==> src/rtl/jtopl_snd_ser_if.sv <==
// Sample/flag bundle between the JTOPL accumulator/host side and the serial audio transmitter.
// snd carries a two's-complement sample; the transmitter only moves its bits.
interface jtopl_snd_ser_if;
    logic [15:0] snd;
    logic        snd_valid;
    logic        clr;
    logic        sck;
    logic        ws;
    logic        sdo;
    logic        overrun;
    logic        underrun;

    modport master (
        output snd, snd_valid, clr,
        input  sck, ws, sdo, overrun, underrun
    );

    modport slave (
        input  snd, snd_valid, clr,
        output sck, ws, sdo, overrun, underrun
    );
endinterface

==> src/rtl/jtopl_snd_ser.sv <==
// Serial DAC transmitter: one-deep sample hold, mono sample duplicated into a 32-bit L/R frame, MSB first.
// Define JTOPL_SER_I2S_EN for I2S one-bit-delayed data; default build is left-justified.
module jtopl_snd_ser #(
    parameter int DIV = 4
) (
    input  logic           clk,
    input  logic           rst,
    jtopl_snd_ser_if.slave io
);
    localparam logic [7:0] DIV_M1 = 8'(DIV - 1);

    logic [7:0]  cnt_q, cnt_d;
    logic        sck_q, sck_d;
    logic        ws_q, ws_d;
    logic [4:0]  b_q, b_d;
    logic [15:0] hold_q, hold_d;
    logic        full_q, full_d;
    logic [15:0] frame_q, frame_d;
    logic [15:0] sr_q, sr_d;
    logic        ovr_q, ovr_d;
    logic        und_q, und_d;
    logic        tick_s, fall_s, start_s, load_s;

    // Bit-clock divider and slot bit position
    always_comb begin
        tick_s = (cnt_q == DIV_M1);
        fall_s = tick_s & sck_q;
        if (tick_s) begin
            cnt_d = 8'd0;
        end else begin
            cnt_d = cnt_q + 8'd1;
        end
        sck_d = sck_q ^ tick_s;
        if (fall_s) begin
            b_d = b_q + 5'd1;
        end else begin
            b_d = b_q;
        end
        start_s = fall_s & (b_d == 5'd0);
`ifdef JTOPL_SER_I2S_EN
        load_s = fall_s & ((b_d == 5'd1) | (b_d == 5'd17));
`else
        load_s = fall_s & ((b_d == 5'd0) | (b_d == 5'd16));
`endif
    end

    // Hold/frame handoff; a frame start consumes the old hold even if a new sample lands the same cycle
    always_comb begin
        hold_d  = hold_q;
        full_d  = full_q;
        frame_d = frame_q;
        ovr_d   = ovr_q & ~io.clr;
        und_d   = und_q & ~io.clr;
        if (start_s) begin
            if (full_q) begin
                frame_d = hold_q;
                full_d  = 1'b0;
            end else begin
                und_d = 1'b1;
            end
        end else begin
            frame_d = frame_q;
        end
        if (io.snd_valid) begin
            hold_d = io.snd;
            full_d = 1'b1;
            if (full_q && !start_s) begin
                ovr_d = 1'b1;
            end else begin
                ovr_d = ovr_d;
            end
        end else begin
            hold_d = hold_d;
        end
    end

    // Serializer: loading from frame_d lets a freshly consumed sample go out on the same fall
    always_comb begin
        sr_d = sr_q;
        ws_d = ws_q;
        if (fall_s) begin
            ws_d = b_d[4];
        end else begin
            ws_d = ws_q;
        end
        if (load_s) begin
            sr_d = frame_d;
        end else if (fall_s) begin
            sr_d = {sr_q[14:0], 1'b0};
        end else begin
            sr_d = sr_q;
        end
    end

    // State registers
    always_ff @(posedge clk or posedge rst) begin
        if (rst) begin
            cnt_q   <= 8'd0;
            sck_q   <= 1'b0;
            ws_q    <= 1'b0;
            b_q     <= 5'd31;
            hold_q  <= 16'h0000;
            full_q  <= 1'b0;
            frame_q <= 16'h0000;
            sr_q    <= 16'h0000;
            ovr_q   <= 1'b0;
            und_q   <= 1'b0;
        end else begin
            cnt_q   <= cnt_d;
            sck_q   <= sck_d;
            ws_q    <= ws_d;
            b_q     <= b_d;
            hold_q  <= hold_d;
            full_q  <= full_d;
            frame_q <= frame_d;
            sr_q    <= sr_d;
            ovr_q   <= ovr_d;
            und_q   <= und_d;
        end
    end

    assign io.sck      = sck_q;
    assign io.ws       = ws_q;
    assign io.sdo      = sr_q[15];
    assign io.overrun  = ovr_q;
    assign io.underrun = und_q;
endmodule

==> src/flat_wrapper.sv <==
// flat-port wrapper written by rule: the top's interface ports become plain ports
module jtopl_snd_ser_flat 
#(
    parameter int DIV = 4
)
  (clk, rst, io_snd, io_snd_valid, io_clr, io_sck, io_ws, io_sdo, io_overrun, io_underrun);
  jtopl_snd_ser_if io_i ();
  input  logic clk;
  input  logic rst;
  input wire logic [$bits(io_i.snd)-1:0] io_snd;
  input wire logic [$bits(io_i.snd_valid)-1:0] io_snd_valid;
  input wire logic [$bits(io_i.clr)-1:0] io_clr;
  output wire logic [$bits(io_i.sck)-1:0] io_sck;
  output wire logic [$bits(io_i.ws)-1:0] io_ws;
  output wire logic [$bits(io_i.sdo)-1:0] io_sdo;
  output wire logic [$bits(io_i.overrun)-1:0] io_overrun;
  output wire logic [$bits(io_i.underrun)-1:0] io_underrun;
  assign io_i.snd = io_snd;
  assign io_i.snd_valid = io_snd_valid;
  assign io_i.clr = io_clr;
  assign io_sck = io_i.sck;
  assign io_ws = io_i.ws;
  assign io_sdo = io_i.sdo;
  assign io_overrun = io_i.overrun;
  assign io_underrun = io_i.underrun;
  jtopl_snd_ser #(.DIV(DIV)) u_core (.clk(clk), .rst(rst), .io(io_i));
endmodule
==> config.mk <==
export PLATFORM = sky130hd
export DESIGN_NAME = jtopl_snd_ser_flat
export DESIGN_NICKNAME = d
export VERILOG_FILES = /design/src/rtl/jtopl_snd_ser_if.sv /design/src/rtl/jtopl_snd_ser.sv /design/src/flat_wrapper.sv
export SDC_FILE = /design/constraint.sdc
export NUM_CORES = 1
export LEC_CHECK = 0
export BUFFER_PORTS_ARGS = -buffer_cell sky130_fd_sc_hd__buf_2
export CAP_MARGIN = 20
export CORE_MARGIN = 4
export CORE_UTILIZATION = 58
export DETAILED_ROUTE_END_ITERATION = 8
export PLACE_DENSITY = 0.87
export SLEW_MARGIN = 5
export SYNTH_ARGS = -nofsm -noshare
export SYNTH_HDL_FRONTEND = slang
export SYNTH_SLANG_ARGS = --single-unit
==> constraint.sdc <==
create_clock -name clk -period 9.5 [get_ports clk]
set_clock_uncertainty 0.05 [all_clocks]
set_input_delay 0.95 -clock clk [delete_from_list [all_inputs] [get_ports clk]]
set_output_delay 0.95 -clock clk [all_outputs]
set_load 0.02 [all_outputs]
==> results of run 1 <==
-- critical path, delay by kind of cell (launching register included) --
kind | cells | cell delay, ns
AND/OR/NAND/NOR | 4 | 2.51
adder cells (fa/ha/maj) | 2 | 1.00
flip-flops | 1 | 0.41
multiplexers | 1 | 0.41
XOR/XNOR | 1 | 0.21
-- power by group --
part	internal (W)	switching [W]
registers	0.000288	0.00000528
logic	0.0000117	0.0000120
clock network	0.000128	0.0000984
total	0.000428	0.000116
-- registers in the layout, summed over array words and instances (netlist names) --
| signal | cells |
|---|---|
| u_core.b_q | 5 |
| u_core.io.ws | 1 |
| u_core.io.sck | 1 |
| u_core.sr_q | 16 |
| u_core.io.underrun | 1 |
| u_core.io.overrun | 1 |
| u_core.frame_q | 16 |
| u_core.hold_q | 16 |
| u_core.cnt_q | 8 |
| u_core.full_q | 1 |
-- metal layers --
metal | global-route usage [%] | routed length [um] | vias up
met3 | 3.273 | 139 | 12
met1 | 24.09 | 2272 | 907
met2 | 29.30 | 2530 | 29
li1 | - | - | 849
met4 | 10.48 | 119 | 0
met5 | 0 | 0 | -
-- cell type report --
cell class | count | area (um^2)
Inverter | 5 | 18.77
Clock inverter | 3 | 40.04
Tap cell | 67 | 83.83
Fill cell | 372 | 1529
Clock buffer | 13 | 148.9
Timing Repair Buffer | 26 | 135.1
Sequential cell | 66 | 1658
Multi-Input combinational cell | 138 | 1204
-- worst paths after layout --
path | cells after the start | endpoint | startpoint
max | 8 | u_core.frame_q[4]$_DFF_PP0_ | u_core.cnt_q[0]$_DFF_PP0_
min | 1 | u_core.cnt_q[7]$_DFF_PP0_ | u_core.cnt_q[7]$_DFF_PP0_
max reg2reg | 8 | u_core.frame_q[4]$_DFF_PP0_ | u_core.cnt_q[0]$_DFF_PP0_
min reg2reg | 1 | u_core.cnt_q[7]$_DFF_PP0_ | u_core.cnt_q[7]$_DFF_PP0_
max in group asynchronous | 3 | u_core.hold_q[6]$_DFFE_PP0P_ | rst
min in group asynchronous | 3 | u_core.sr_q[15]$_DFFE_PP0P_ | rst
-- cell families (layout without fill, tap and decap cells) --
logic type	count (synthesis)	after routing	synth area share [%]
AOI/OAI and AO/OA	34	34	8.669
xor gates and xnor gates	11	11	3.510
adders and majority gates	4	4	1.691
buffers and inverters	18	47	3.298
DFF	66	66	56.03
muxes	50	50	19.75
and+or+nand+nor	39	39	7.061
-- cells in the final DEF (no fill, tap or decap), types with 2 or more instances in the layout --
master / synthesis / routed
buf_2: 2 / 24
nand2_1: 18 / 18
ha_1: 4 / 4
clkbuf_1: 6 / 3
clkinv_2: 0 / 2
o211ai_1: 30 / 30
and3_1: 2 / 2
mux2_2: 23 / 23
nand3_1: 5 / 5
mux2i_1: 16 / 16
dfstp_2: 5 / 5
xnor2_1: 10 / 10
inv_1: 4 / 3
nor2_1: 5 / 5
dfrtp_1: 61 / 61
mux2_4: 11 / 11
buf_4: 1 / 2
nand2b_1: 2 / 2
clkbuf_8: 0 / 10
-- through the flow --
step	total power [W]	area, um^2
floorplan	0.0003138	2959
global placement	0.0003220	3099
detailed placement	0.0003233	3099
CTS	0.0005484	3288
global route	0.0005673	3288
finish	0.0005436	3288
==> flow_summary.json, run 1 <==
{
  "cts_setup_buffers": 0,
  "synth.distinct_cells": 33,
  "drtIter0Drc": 89,
  "ios": 25,
  "hold_path.class": "reg2reg",
  "cp-end-kind": "flop",
  "ir_worst_vdd_uv": 109.2,
  "synth_area_um2": 2959,
  "drive_gt1_share_pct": 33.47,
  "wl_per_cell_um": 15.92,
  "period_minus_slack_ns": 4.704,
  "ant_nets": 0,
  "min_period_over_period_pct": 49.51,
  "status": "completed",
  "cts_hold_buf": 0,
  "synth-edff-count": 0,
  "post-place-ws_ns": 4.852,
  "worstMarginPinSlew_ns": 0.9716,
  "routed_wl_mm": 5.061,
  "setup_viol": 0,
  "place_congestion": 0.7915,
  "synthFlopType": "dfrtp_1",
  "hold_viol": 0,
  "ys_top_cells_by_area": "dfrtp_1, mux2_2, o211ai_1, mux2_4, mux2i_1",
  "yosysWarnings": 0,
  "slew_viol_final": 0,
  "cpMostUsedCell": "ha_1",
  "relSlewSlack_pct": 35.01,
  "syn-instance-count": 222,
  "async_reset_ff_share_pct": 100.0,
  "drc_errors": 0,
  "power.density_nw_per_um2": 165.3,
  "grt_pass1_vias": 1913,
  "drt_first_pass_iters": 4,
  "initial_core_util_pct": 61.43,
  "p_leak_nw": 1.463,
  "via_per_inst": 5.651,
  "fin_cells": 318,
  "rsz0062_at_grt": "no",
  "netlist_top_cells_count": "dfrtp_1, o211ai_1, mux2_2",
  "cts_tree": "done",
  "holdWs_ns": 0.4279,
  "finalNetCount": 270,
  "crit_slowest_cell": "nor3_4",
  "port_buffers": 24,
  "grt_max_degree": 67,
  "cts.sinks": 66,
  "synth_top_area_cell": "dfrtp_1",
  "cts_root_buf": "clkbuf_8",
  "ff2ff_setup_slack_ns": 4.80,
  "cts_buffer_depth": 2,
  "num_vias": 1797,
  "setup_tns_ns": 0,
  "drv_cap": 0,
  "worstPathMaxFanout": 19,
  "fin_util_pct": 68.26,
  "clk_latency_ns": 0.33,
  "n_antenna_cell": 0,
  "synth_area_per_cell_um2": 13.33,
  "synth_nets": 246,
  "grt_pass1_wl_mm": 8.963,
  "fmax_mhz": 212.6,
  "critical_path.max_stage_delay_ns": 0.92,
  "grt-ovfl-total": 0,
  "cts_made_buffers": 9,
  "dp_cells": 302,
  "die_width_um": 79.43,
  "path_cells": "ha_1, or4b_2, nor4_1, ha_1, xnor2_2, nand4b_2, nor3_4, mux2_2",
  "required_ns": 9.66,
  "track_usage_pct": 18.53,
  "areaGrowthSynthToFinish_pct": 11.12,
  "ctsResizeCount": 0,
  "crit_arrival_ns": 4.87,
  "rows": 25,
  "dpl.hpwl_mm": 3.329,
  "seq_area_frac_synth_pct": 56.03,
  "die_area_um2": 6308,
  "antenna_found_initial": 0,
  "die_h_um": 79.43,
  "critPathKind": "reg2reg",
  "synth_top_cell_area_share_pct": 51.59,
  "critPathLaunchType": "flop",
  "fin_ws_ns": 4.796,
  "yosysMostFrequentCell": "dfrtp_1",
  "htree_levels": 3,
  "ys_seq_elements": 66,
  "core_area_um2": 4817,
  "cts.clk_slew.worst_paths_ns": 0.07
}
(Power assumes the default switching activity.)
==> run 2: changes to the inputs <==
==> constraint.sdc (replaced) <==
create_clock -name clk -period 4.55 [get_ports clk]
set_clock_uncertainty 0.05 [all_clocks]
set_input_delay 0.455 -clock clk [delete_from_list [all_inputs] [get_ports clk]]
set_output_delay 0.455 -clock clk [all_outputs]
set_load 0.02 [all_outputs]
==> run 2 against run 1 <==
Net effect:
- wire length is 1.9% higher
- die area stayed put
- critical path depth up 1
- cell count increased by 0.94%
- clock power grew 90%
- flip-flop and latch count unchanged
- sequential share of layout area down 0.19 points
- worst setup slack got worse by 4.2 ns
- core utilization grew 0.26 points
- largest power group unchanged
==> flow_summary.json, run 2 (synthesis gave the netlist of run 1 again) <==
{
  "routed_wl_mm": 5.156,
  "wl_per_cell_um": 16.06,
  "relSlewSlack_pct": 46.27,
  "grt_pass1_wl_mm": 8.838,
  "largestRegisters": "u_core.frame_q: 16 flops, u_core.hold_q: 16 flops, u_core.sr_q: 16 flops",
  "stdcell_area_um2": 3301,
  "track_usage_pct": 18.82,
  "power_frac_comb_pct": 4.5,
  "cts_root_buf": "clkbuf_8",
  "hold_depth": 2,
  "p_int_w": 0.0008503,
  "place_congestion": 0.7640,
  "final_cell_mix": "dfrtp_1, o211ai_1, buf_2",
  "slew_viol_final": 0,
  "fin_util_pct": 68.52,
  "critPathKind": "reg2reg",
  "dpl.hpwl_mm": 3.249,
  "htree_levels": 3,
  "r2r_cells": 9,
  "setup_tns_ns": 0,
  "port_buffers": 24,
  "rsz0062_at_grt": "no",
  "num_vias": 1834,
  "cts_setup_buffers": 0,
  "seqPwrFrac_pct": 56.2,
  "drtIter0Drc": 150,
  "p_clk_share_pct": 39.3,
  "holdWs_ns": 0.2516,
  "path_delay_family": "simple AND/OR/NAND/NOR gates",
  "min_period_over_period_pct": 87.64,
  "cts_tree": "done",
  "worstPathMaxFanout": 17,
  "cts.clk_slew.worst_paths_ns": 0.07,
  "fmax_mhz": 250.8,
  "grt_pass1_vias": 1807,
  "antenna_found_initial": 0,
  "cp-end-kind": "flop",
  "critical_path.max_stage_delay_ns": 0.60,
  "required_ns": 4.72,
  "r2r_end": "u_core.frame_q[4]$_DFF_PP0_",
  "drv_cap": 0,
  "drc_errors": 0,
  "finalNetCount": 274,
  "path_cells": "ha_1, or4b_2, nor4_1, ha_1, nand4_2, mux2_4, nor3_4, buf_4, mux2_2",
  "crit_arrival_ns": 4.16,
  "hold_viol": 0,
  "grt-ovfl-total": 0,
  "n_antenna_cell": 0,
  "p_leak_nw": 1.471,
  "setup_viol": 0,
  "crit_slowest_cell": "or4b_2",
  "drt_first_pass_iters": 4,
  "die_area_um2": 6308,
  "ff2ff_setup_slack_ns": 0.56,
  "ios": 25,
  "status": "completed",
  "hold_path.class": "in2reg",
  "min_from": "io_clr",
  "placed_area_um2": 3129,
  "rows": 25,
  "cts_made_buffers": 9,
  "hold_path_end": "u_core.io.overrun$_DFF_PP0_",
  "period_minus_slack_ns": 3.988,
  "swShare_pct": 22.19,
  "core_area_um2": 4817,
  "worstMarginPinSlew_ns": 0.8060,
  "die_width_um": 79.43,
  "die_h_um": 79.43,
  "cp_num_buf_inv": 1,
  "cpMostUsedCell": "ha_1",
  "power.density_nw_per_um2": 331.1,
  "initial_core_util_pct": 61.43,
  "ctsResizeCount": 0,
  "drive_gt1_share_pct": 34.65,
  "ant_nets": 0,
  "areaGrowthSynthToFinish_pct": 11.54,
  "critPathLaunchType": "flop",
  "timing.rr.start": "u_core.cnt_q[0]$_DFF_PP0_",
  "cts.sinks": 66,
  "p_switching_w": 0.0002425,
  "grt_max_degree": 67,
  "ir_worst_vdd_uv": 290.4,
  "clk_latency_ns": 0.34,
  "layout.cells.most_common": "dfrtp_1",
  "cts_buffer_depth": 2,
  "cts_hold_buf": 0,
  "via_per_inst": 5.713
}
-- run 2: worst max-delay path by stage --
stage | start | end | slack, ns | cells past startpoint
after floorplan | u_core.cnt_q[0]$_DFF_PP0_ | u_core.frame_q[10]$_DFF_PP0_ | 1.06 | 10
after global placement | u_core.cnt_q[0]$_DFF_PP0_ | u_core.frame_q[4]$_DFF_PP0_ | 0.73 | 9
after detailed placement | u_core.cnt_q[0]$_DFF_PP0_ | u_core.frame_q[4]$_DFF_PP0_ | 0.60 | 9
after CTS | u_core.cnt_q[0]$_DFF_PP0_ | u_core.frame_q[4]$_DFF_PP0_ | 0.56 | 9
after global routing | u_core.cnt_q[0]$_DFF_PP0_ | u_core.frame_q[2]$_DFF_PP0_ | 0.35 | 9
final | u_core.cnt_q[0]$_DFF_PP0_ | u_core.frame_q[4]$_DFF_PP0_ | 0.56 | 9
-- run 2: layer usage --
| metal | vias up | track usage [%] | wire (um) |
|---|---|---|---|
| li1 | 862 | - | - |
| met3 | 15 | 4.966 | 236 |
| met5 | - | 0 | 0 |
| met1 | 906 | 25.61 | 2381 |
| met4 | 0 | 14.09 | 194 |
| met2 | 51 | 25.63 | 2344 |
-- run 2: power by group through the flow --
stage / registers (W) / clock network (W) / logic [W]
final: 0.000614 / 0.000429 / 0.0000493
after global routing: 0.000616 / 0.000470 / 0.0000568
after CTS: 0.000614 / 0.000441 / 0.0000509
after detailed placement: 0.000625 / 0 / 0.0000507
after global placement: 0.000624 / 0 / 0.0000491
after floorplan: 0.000621 / 0 / 0.0000341
-- run 2: worst register-to-register path, stage by stage (launching register included) --
cell     delay (ns)
dfrtp_1        0.41
ha_1           0.25
or4b_2         0.60
nor4_1         0.49
ha_1           0.40
nand4_2        0.15
mux2_4         0.47
nor3_4         0.37
buf_4          0.31
mux2_2         0.37
-- run 2: final cells by class --
cell class | count | area (um^2)
clock buffers | 13 | 158.9
repair buffers | 30 | 165.2
flip-flops and latches | 66 | 1658
multi-input cells | 138 | 1204
clock inverters | 2 | 12.51
inverters | 5 | 18.77
well taps | 67 | 83.83
fillers | 357 | 1516
-- run 2: per-stage QoR --
stage                     instances  setup WS [ns]   power, W
after CTS                       321         0.5596   0.001106
after global placement          306         0.7317  0.0006727
after global routing            321         0.3487   0.001142
after detailed placement        306         0.6020  0.0006753
final                           321         0.5623   0.001093
after floorplan                 222          1.062  0.0006552
==> run 3: changes to the inputs <==
--- a/config.mk
+++ b/config.mk
@@ -5,6 +5,7 @@
 export SDC_FILE = /design/constraint.sdc
 export NUM_CORES = 1
 export LEC_CHECK = 0
+export ABC_AREA = 1
 export BUFFER_PORTS_ARGS = -buffer_cell sky130_fd_sc_hd__buf_2
 export CAP_MARGIN = 20
 export CORE_MARGIN = 4
==> run 3 against run 2 <==
Net effect:
- first-iteration DRC count shrank 13%
- synthesized area grew 3.8%
- clock power is essentially flat
- synthesized cell count grew 63%
- global-route usage grew 1.3 points
- wire length grew 13%
- cell count grew 42%
- worst hold slack lost 0.17 ns
- critical path type unchanged
- largest power group unchanged
==> flow_summary.json, run 3 <==
{
  "setup_viol": 0,
  "hold_viol": 0,
  "rsz0062_at_grt": "no",
  "initial_core_util_pct": 60.14,
  "relSlewSlack_pct": 48.43,
  "areaGrowthSynthToFinish_pct": 10.14,
  "async_reset_ff_share_pct": 100.0,
  "drive_gt1_share_pct": 19.12,
  "syn-instance-count": 361,
  "grt_max_degree": 47,
  "multi_input_area_um2": 1250,
  "ctsResizeCount": 0,
  "grt_pass1_vias": 2278,
  "period_minus_slack_ns": 3.352,
  "drtIter0Drc": 131,
  "port_buffers": 24,
  "layout.cells.most_common": "nand2_1",
  "yosysWarnings": 0,
  "track_usage_pct": 20.15,
  "routed_wl_mm": 5.832,
  "synth.distinct_cells": 30,
  "fillers": 419,
  "grt_pass1_wl_mm": 9.846,
  "finalNetCount": 407,
  "synth_top_cell_area_share_pct": 49.69,
  "synthFlopType": "dfrtp_1",
  "ff_latch_area_um2": 1658,
  "hold_path.class": "in2async",
  "cts_made_buffers": 9,
  "p_leak_nw": 1.775,
  "power.density_nw_per_um2": 321.5,
  "ir_worst_vdd_uv": 224.1,
  "antenna_found_initial": 0,
  "cts.clk_slew.worst_paths_ns": 0.07,
  "min_period_over_period_pct": 73.67,
  "fmax_mhz": 298.3,
  "synth-edff-count": 0,
  "worstPathMaxFanout": 46,
  "status": "completed",
  "drv_cap": 0,
  "rows": 26,
  "place_congestion": 0.8141,
  "drt_first_pass_iters": 4,
  "synth_area_um2": 3072,
  "die_width_um": 80.78,
  "critPathKind": "reg2reg",
  "n_antenna_cell": 0,
  "ys_seq_elements": 66,
  "setup_tns_ns": 0,
  "yosysMostFrequentCell": "nand2_1",
  "cts_tree": "done",
  "num_vias": 2349,
  "ant_nets": 0,
  "synth_nets": 385,
  "crit_arrival_ns": 3.57,
  "wl_per_cell_um": 12.76,
  "netlist_top_cells_count": "nand2_1, dfrtp_1, nor2_1",
  "slew_viol_final": 0,
  "clk_latency_ns": 0.34,
  "critPathLaunchType": "flop",
  "final_cell_mix": "nand2_1, dfrtp_1, nor2_1",
  "dpl.hpwl_mm": 3.963,
  "cts_buffer_depth": 2,
  "drc_errors": 0,
  "synth_top_area_cell": "dfrtp_1",
  "ys_top_cells_by_area": "dfrtp_1, nand2_1, nand3_1, mux2_2, nor2_1",
  "cts.sinks": 66,
  "cp-end-kind": "flop",
  "die_h_um": 80.78,
  "die_area_um2": 6525,
  "cts_hold_buf": 0,
  "seq_area_frac_synth_pct": 53.97,
  "ios": 25,
  "worstMarginPinSlew_ns": 0.7736,
  "fin_util_pct": 66.24,
  "cts_root_buf": "clkbuf_8",
  "htree_levels": 3,
  "synth_area_per_cell_um2": 8.509,
  "required_ns": 4.77,
  "cts_setup_buffers": 0,
  "r2r_cells": 12,
  "largestRegisters": "u_core.frame_q: 16 flops, u_core.hold_q: 16 flops, u_core.sr_q: 16 flops",
  "via_per_inst": 5.140,
  "core_area_um2": 5107,
  "grt-ovfl-total": 0
}
## run 3: changes by cell type after synthesis, moves of 4 or more
cell	before	now
nand2_1	18	138
nor2_1	5	36
o211ai_1	30	0
nand3_1	5	33
inv_1	4	21
mux2i_1	16	1
mux2_4	11	0
mux2_2	23	14
nand2_2	0	9
xnor2_1	10	1
o21ai_0	0	4
## run 3: layout make-up
cell class | instances | share of cell area [%]
multi-input cells | 257 | 36.95
flip-flops and latches | 66 | 49.00
clock inverters | 3 | 0.4438
well taps | 70 | 2.589
repair buffers | 25 | 3.772
clock buffers | 12 | 4.586
inverters | 24 | 2.663
## run 3: report_power, final
group	switching (W)	internal, W	total (W)
sequential	0.00000840	0.000600	0.000609
clock	0.000206	0.000222	0.000428
combinational	0.0000301	0.0000209	0.0000511
## run 3: worst max-delay path, stage by stage (launching register included)
cell,delay [ns]
dfrtp_1,0.36
ha_1,0.20
nand2_1,0.09
nor4_1,0.55
ha_1,0.35
nand3_1,0.13
nand2_1,0.13
nand3_2,0.14
nor2_8,0.52
nand2_4,0.30
o21ai_1,0.29
nand2_1,0.09
nand2_1,0.09
## run 3: final timing paths
path                                           startpoint                       endpoint  slack [ns]
worst max-delay path            u_core.cnt_q[0]$_DFF_PP0_     u_core.sr_q[0]$_DFFE_PP0P_        1.20
worst min-delay path                                  rst  u_core.hold_q[15]$_DFFE_PP0P_        0.08
worst max register to register  u_core.cnt_q[0]$_DFF_PP0_     u_core.sr_q[0]$_DFFE_PP0P_        1.20
worst min register to register  u_core.cnt_q[0]$_DFF_PP0_      u_core.cnt_q[0]$_DFF_PP0_        0.40
max in group asynchronous                             rst        u_core.b_q[0]$_DFF_PP1_        3.43
min in group clk                                io_snd[3]   u_core.hold_q[3]$_DFFE_PP0P_        0.26
## run 3: per-layer routing
| metal | vias to the layer above | track usage [%] | routed length (um) |
|---|---|---|---|
| li1 | 1172 | - | - |
| met1 | 1122 | 22.39 | 2481 |
| met2 | 43 | 36.01 | 3009 |
| met3 | 12 | 5.211 | 211 |
| met4 | 0 | 9.459 | 129 |
| met5 | - | 0 | 0 |
## run 3: logic make-up after synthesis
family / share of synthesized area [%]
AOI/OAI and AO/OA: 1.548
xor gates and xnor gates: 1.141
adders and majority gates: 1.629
buffers and inverters: 5.336
DFF: 53.97
muxes: 5.458
and+or+nand+nor: 30.92
## run 3: per-stage QoR
step | setup slack [ns] | hold WS (ns) | instance area, um^2 | total power (W) | instances
after floorplan | 2.096 | 0.3751 | 3072 | 0.0006505 | 361
after global placement | 1.467 | 0.3868 | 3213 | 0.0006676 | 442
after detailed placement | 1.244 | 0.3952 | 3213 | 0.0006709 | 442
after CTS | 1.233 | 0.08795 | 3383 | 0.001098 | 457
after global routing | 0.8916 | 0.1176 | 3383 | 0.001134 | 457
final | 1.198 | 0.08077 | 3383 | 0.001088 | 457
